==> src/rtl/ad7687_reader.sv <==
// Capture engine for a 16-bit AD7687/AD7980-class SAR ADC: pulses CNV, then clocks
// the result out on SCLK MSB-first and presents it with a one-cycle valid strobe.
module ad7687_reader #(
    parameter int unsigned DATA_WIDTH  = 16,
    parameter int unsigned CLK_DIV     = 4,
    parameter int unsigned CONV_CYCLES = 300
) (
    input  logic                  clk,
    input  logic                  rstn,
    input  logic                  start,
    input  logic                  sdo,
    output logic                  cnv,
    output logic                  sclk,
    output logic [DATA_WIDTH-1:0] data,
    output logic                  valid,
    output logic                  busy,
    output logic [2:0]            export_state
);

    localparam int unsigned CW  = $clog2(CONV_CYCLES + 1);
    localparam int unsigned DVW = $clog2(CLK_DIV + 1);
    localparam int unsigned BW  = $clog2(DATA_WIDTH + 1);

    typedef enum logic [2:0] {
        IDLE    = 3'd0,
        CONVERT = 3'd1,
        ACQ     = 3'd2,
        DONE    = 3'd3
    } state_t;

    state_t                state;
    state_t                state_nxt;
    logic [CW-1:0]         conv_cnt;
    logic [DVW-1:0]        div_cnt;
    logic [BW-1:0]         bit_cnt;
    logic [DATA_WIDTH-1:0] shreg;

    logic conv_last;
    logic div_wrap;
    logic sclk_rise;
    logic acq_done;
    logic valid_nxt;

    // State register
    always_ff @(posedge clk or negedge rstn) begin
        if (!rstn) begin
            state <= IDLE;
        end else begin
            state <= state_nxt;
        end
    end

    // Next-state logic; unused codes fall back to IDLE
    always_comb begin
        state_nxt = state;
        case (state)
            IDLE:    if (start) state_nxt = CONVERT;
            CONVERT: if (conv_last) state_nxt = ACQ;
            ACQ:     if (acq_done) state_nxt = DONE;
            DONE:    state_nxt = IDLE;
            default: state_nxt = IDLE;
        endcase
    end

    // Per-state control decode
    always_comb begin
        conv_last = 1'b0;
        div_wrap  = 1'b0;
        sclk_rise = 1'b0;
        acq_done  = 1'b0;
        valid_nxt = 1'b0;
        case (state)
            CONVERT: conv_last = (conv_cnt == CW'(CONV_CYCLES - 1));
            ACQ: begin
                div_wrap  = (div_cnt == DVW'(CLK_DIV - 1));
                sclk_rise = div_wrap && !sclk;
                // last toggle is the falling edge after the final captured bit
                acq_done  = div_wrap && sclk && (bit_cnt == BW'(DATA_WIDTH));
            end
            DONE:    valid_nxt = 1'b1;
            default: ;
        endcase
    end

    // Registered outputs, counters and shift register
    always_ff @(posedge clk or negedge rstn) begin
        if (!rstn) begin
            cnv      <= 1'b0;
            sclk     <= 1'b0;
            data     <= '0;
            valid    <= 1'b0;
            busy     <= 1'b0;
            conv_cnt <= '0;
            div_cnt  <= '0;
            bit_cnt  <= '0;
            shreg    <= '0;
        end else begin
            cnv   <= (state_nxt == CONVERT);
            busy  <= (state_nxt != IDLE);
            valid <= valid_nxt;
            if (valid_nxt) begin
                data <= shreg;
            end

            conv_cnt <= (state == CONVERT) ? conv_cnt + CW'(1) : '0;

            if (state == ACQ && !div_wrap) begin
                div_cnt <= div_cnt + DVW'(1);
            end else begin
                div_cnt <= '0;
            end

            if (state != ACQ) begin
                sclk <= 1'b0;
            end else if (div_wrap) begin
                sclk <= ~sclk;
            end

            if (state != ACQ) begin
                bit_cnt <= '0;
            end else if (sclk_rise) begin
                bit_cnt <= bit_cnt + BW'(1);
            end

            if (sclk_rise) begin
                shreg <= {shreg[DATA_WIDTH-2:0], sdo};
            end
        end
    end

    assign export_state = state;

endmodule

==> config.mk <==
export PLATFORM = sky130hd
export DESIGN_NAME = ad7687_reader
export DESIGN_NICKNAME = d
export VERILOG_FILES = /design/src/rtl/ad7687_reader.sv
export SDC_FILE = /design/constraint.sdc
export NUM_CORES = 1
export LEC_CHECK = 0
export BUFFER_PORTS_ARGS = -buffer_cell sky130_fd_sc_hd__buf_4
export CORE_UTILIZATION = 55
export CTS_BUF_LIST = sky130_fd_sc_hd__clkbuf_8
export DETAILED_ROUTE_END_ITERATION = 7
export PLACE_DENSITY = 0.76
export SLEW_MARGIN = 5
export SYNTH_ARGS = -nofsm -noshare
export SYNTH_HDL_FRONTEND = slang
export SYNTH_SLANG_ARGS = --single-unit
==> constraint.sdc <==
create_clock -name clk -period 3.7 [get_ports clk]
set_input_delay 0.555 -clock clk [delete_from_list [all_inputs] [get_ports clk]]
set_output_delay 0.555 -clock clk [all_outputs]
set_load 0.02 [all_outputs]
==> reports/metrics.cfg <==
[yosys]
syn-cell-area_sq_um = 2385
synth-edff-count = 0
yosys.area.top_type_share_pct = 58.76
synth_common_cells = dfrtp_1 (56), mux2_2 (22), mux2_4 (10), nor2_1 (10)
yosysTopAreaCell = dfrtp_1
syn-instance-count = 176
synth.ff_latch_count = 56
synth_most_common_cell = dfrtp_1
syn_nets = 185
yosysUniqueCellTypes = 37
synthTopCellsByArea = dfrtp_1 (59%), mux2_2 (10%), mux2_4 (6.3%), ha_1 (2.6%), nor2_1 (1.6%)
synth.avg_cell_area_sq_um = 13.55
ys_warn_count = 0
async_flop_share_pct = 100.0
synthFlopType = dfrtp_1
yosysSeqAreaShare_pct = 58.76

[placement]
place_area_sq_um = 2570
dp_slack_ps = 1829
dp.final_hpwl_um = 2514
place_inst = 244
gp_routability_congestion = 0.7310
io_buffers = 26

[route]
vias_per_cell = 5.516
ant_nets = 0
first_pass_iters = 4
vias = 1390
drt_wl_total_um = 3743
routedWlPerCell_um = 14.85
drc = 0
drt_iter0_drc = 70

[grt]
grt_max_degree = 57
busiest_layer = met2
grtUsageTotal_pct = 18.80
grt_pass1_vias = 1407
grt-ovfl-total = 0
antenna_found_initial = 0
met1_usage_pct = 24.27
gr-usage-met3_pct = 4.500
use_met2_pct = 30.82
grt_pass1_wl_um = 6306

[critical_path]
cp_top_family = simple AND/OR/NAND/NOR gates
r2r_cells = 5
r2r_setup_slack_ps = 1840
startpoint_type = flip-flop
slowest_delay_ps = 390
cp.required_ps = 3900
end_kind = flip-flop
r2r_start = div_cnt[0]
worstPathArrival_ps = 2060
critPathSlowestCell = dfrtp_1
cp_max_fo = 16
path_depth = 5
crit_start = div_cnt[0]
path_cells = ha_1 > ha_1 > and2b_1 > nand2b_4 > mux2_2
endpoint = shreg[3]
critPathKind = flip-flop to flip-flop
r2r_end = shreg[3]
crit_path_frequent_cell = ha_1
crit_buf_inv = 0

[die]
die_h_um = 67.85
io_pins = 27
design.core.area_sq_um = 4086
initial_core_util_pct = 58.36
dieWidth_um = 67.85
rows = 23
die-area_sq_um = 4604

[pwr]
finalPower_mw = 0.9852
clkPwrFrac_pct = 33.4
combPwrFrac_pct = 3.4
internal_power_mw = 0.7622
power_density_nw_per_um2 = 370.4
p_sw_mw = 0.2230
p_seq_share_pct = 63.2
ir_drop_mv = 0.2617
swShare_pct = 22.63
leakage_nw = 1.325

[finish]
syn_to_final_growth_pct = 11.54
diodes = 0
nets = 210
final_core_util_pct = 65.09
layoutNonFillerInstCount = 252
drive_gt1_share_pct = 34.16
postLayoutCellArea_sq_um = 2660

[cts]
htree_levels = 2
cts_tree = built
cts_hold_buf = 0
cts_root_buf = clkbuf_8
numCtsBuffers = 5
path_clk_slew_ps = 100
cts_setup_buffers = 0
cts_resized = 0
cts.path.max_buffers = 2
worstSkewPairLatency_ps = 310
cts_num_sinks = 56

[timing]
setup_viol = 0
hold_ws_ps = 275.1
period_needed_ps = 1864
final.setup.tns_ps = 0
hold_viol = 0
slew_headroom_pct = 41.25
fin_worst_skew_ps = 11.19
timing.fmax_mhz = 536.4
min_period_over_period_pct = 50.39
finalMaxSlewViolations = 0
rsz0062_at_grt = false
worstMarginPinSlew_ps = 878.6
setup_ws_ps = 1836

[worst_hold_path]
hold_path.class = input pin to asynchronous set/reset pin

[flow_run]
drv_cap = 0

[outcome]
outcome = completed

## worst min path at each step
| stage | slack, ps | to | cells after the start | from |
|---|---|---|---|---|
| floorplan | 260 | bit_cnt[0] | 0 | rstn |
| global placement | 420 | div_cnt[0] | 1 | div_cnt[0] |
| detailed placement | 450 | div_cnt[0] | 1 | div_cnt[0] |
| CTS | 300 | conv_cnt[4] | 1 | rstn |
| global route | 330 | conv_cnt[4] | 1 | rstn |
| finish | 280 | conv_cnt[4] | 1 | rstn |
## sequential cells by signal, summed over array words and instances (netlist names)
signal / count
data: 16
cnv: 1
div_cnt: 3
bit_cnt: 5
export_state: 3
sclk: 1
shreg: 16
conv_cnt: 9
valid: 1
busy: 1
## cell type report
class	count	area [sq um]
Tap cell	50	62.56
Timing Repair Buffer	26	195.2
Clock buffer	5	68.82
Fill cell	313	1426
Clock inverter	3	21.27
Inverter	5	18.77
Multi-Input combinational cell	107	892.1
Sequential cell	56	1401
## power by group through the flow
stage	Sequential, mW	Combinational, mW	Clock [mW]
final	0.623	0.0338	0.329
after global routing	0.623	0.0386	0.361
after CTS	0.623	0.0350	0.344
after detailed placement	0.634	0.0348	0
after global placement	0.634	0.0336	0
after floorplan	0.637	0.0128	0
## routing by layer
metal | part of all wire [%] | up-vias
li1 | - | 661
met3 | 3.3 | 6
met1 | 46 | 702
met5 | 0 | -
met4 | 1.5 | 0
met2 | 50 | 21
## cell usage in the layout (no fill, tap or decap), drive strengths merged
master / Yosys / routed
nor2b: 2 / 2
clkbuf: 3 / 5
inv: 5 / 6
nor3b: 1 / 1
o32ai: 1 / 1
conb: 1 / 1
nand4b: 1 / 1
or3b: 1 / 1
nand2b: 4 / 4
mux2: 32 / 32
o21ai: 6 / 6
a211oi: 1 / 1
nand4: 2 / 2
a21oi: 6 / 6
and2b: 1 / 1
mux2i: 1 / 1
nor3: 4 / 4
a2111oi: 1 / 1
nor2: 10 / 10
nor4bb: 1 / 1
nand3b: 3 / 3
clkinvlp: 0 / 1
xor2: 2 / 2
dfrtp: 56 / 56
xnor2: 4 / 4
and2: 1 / 1
or3: 6 / 6
o41ai: 1 / 1
clkinv: 0 / 1
ha: 5 / 5
nand3: 3 / 3
a41oi: 1 / 1
or2: 2 / 2
nand2: 3 / 3
buf: 5 / 26
## cells by family after synthesis
group / after synthesis / synth area share (%)
buffers and inverters: 13 / 3.830
and+or+nand+nor: 45 / 11.02
muxes: 33 / 17.10
adders and majority gates: 5 / 2.623
xor gates and xnor gates: 6 / 2.204
other: 1 / 0.1572
DFF: 56 / 58.76
AOI/OAI and AO/OA: 17 / 4.303
Power figures use the tool's default switching activity.
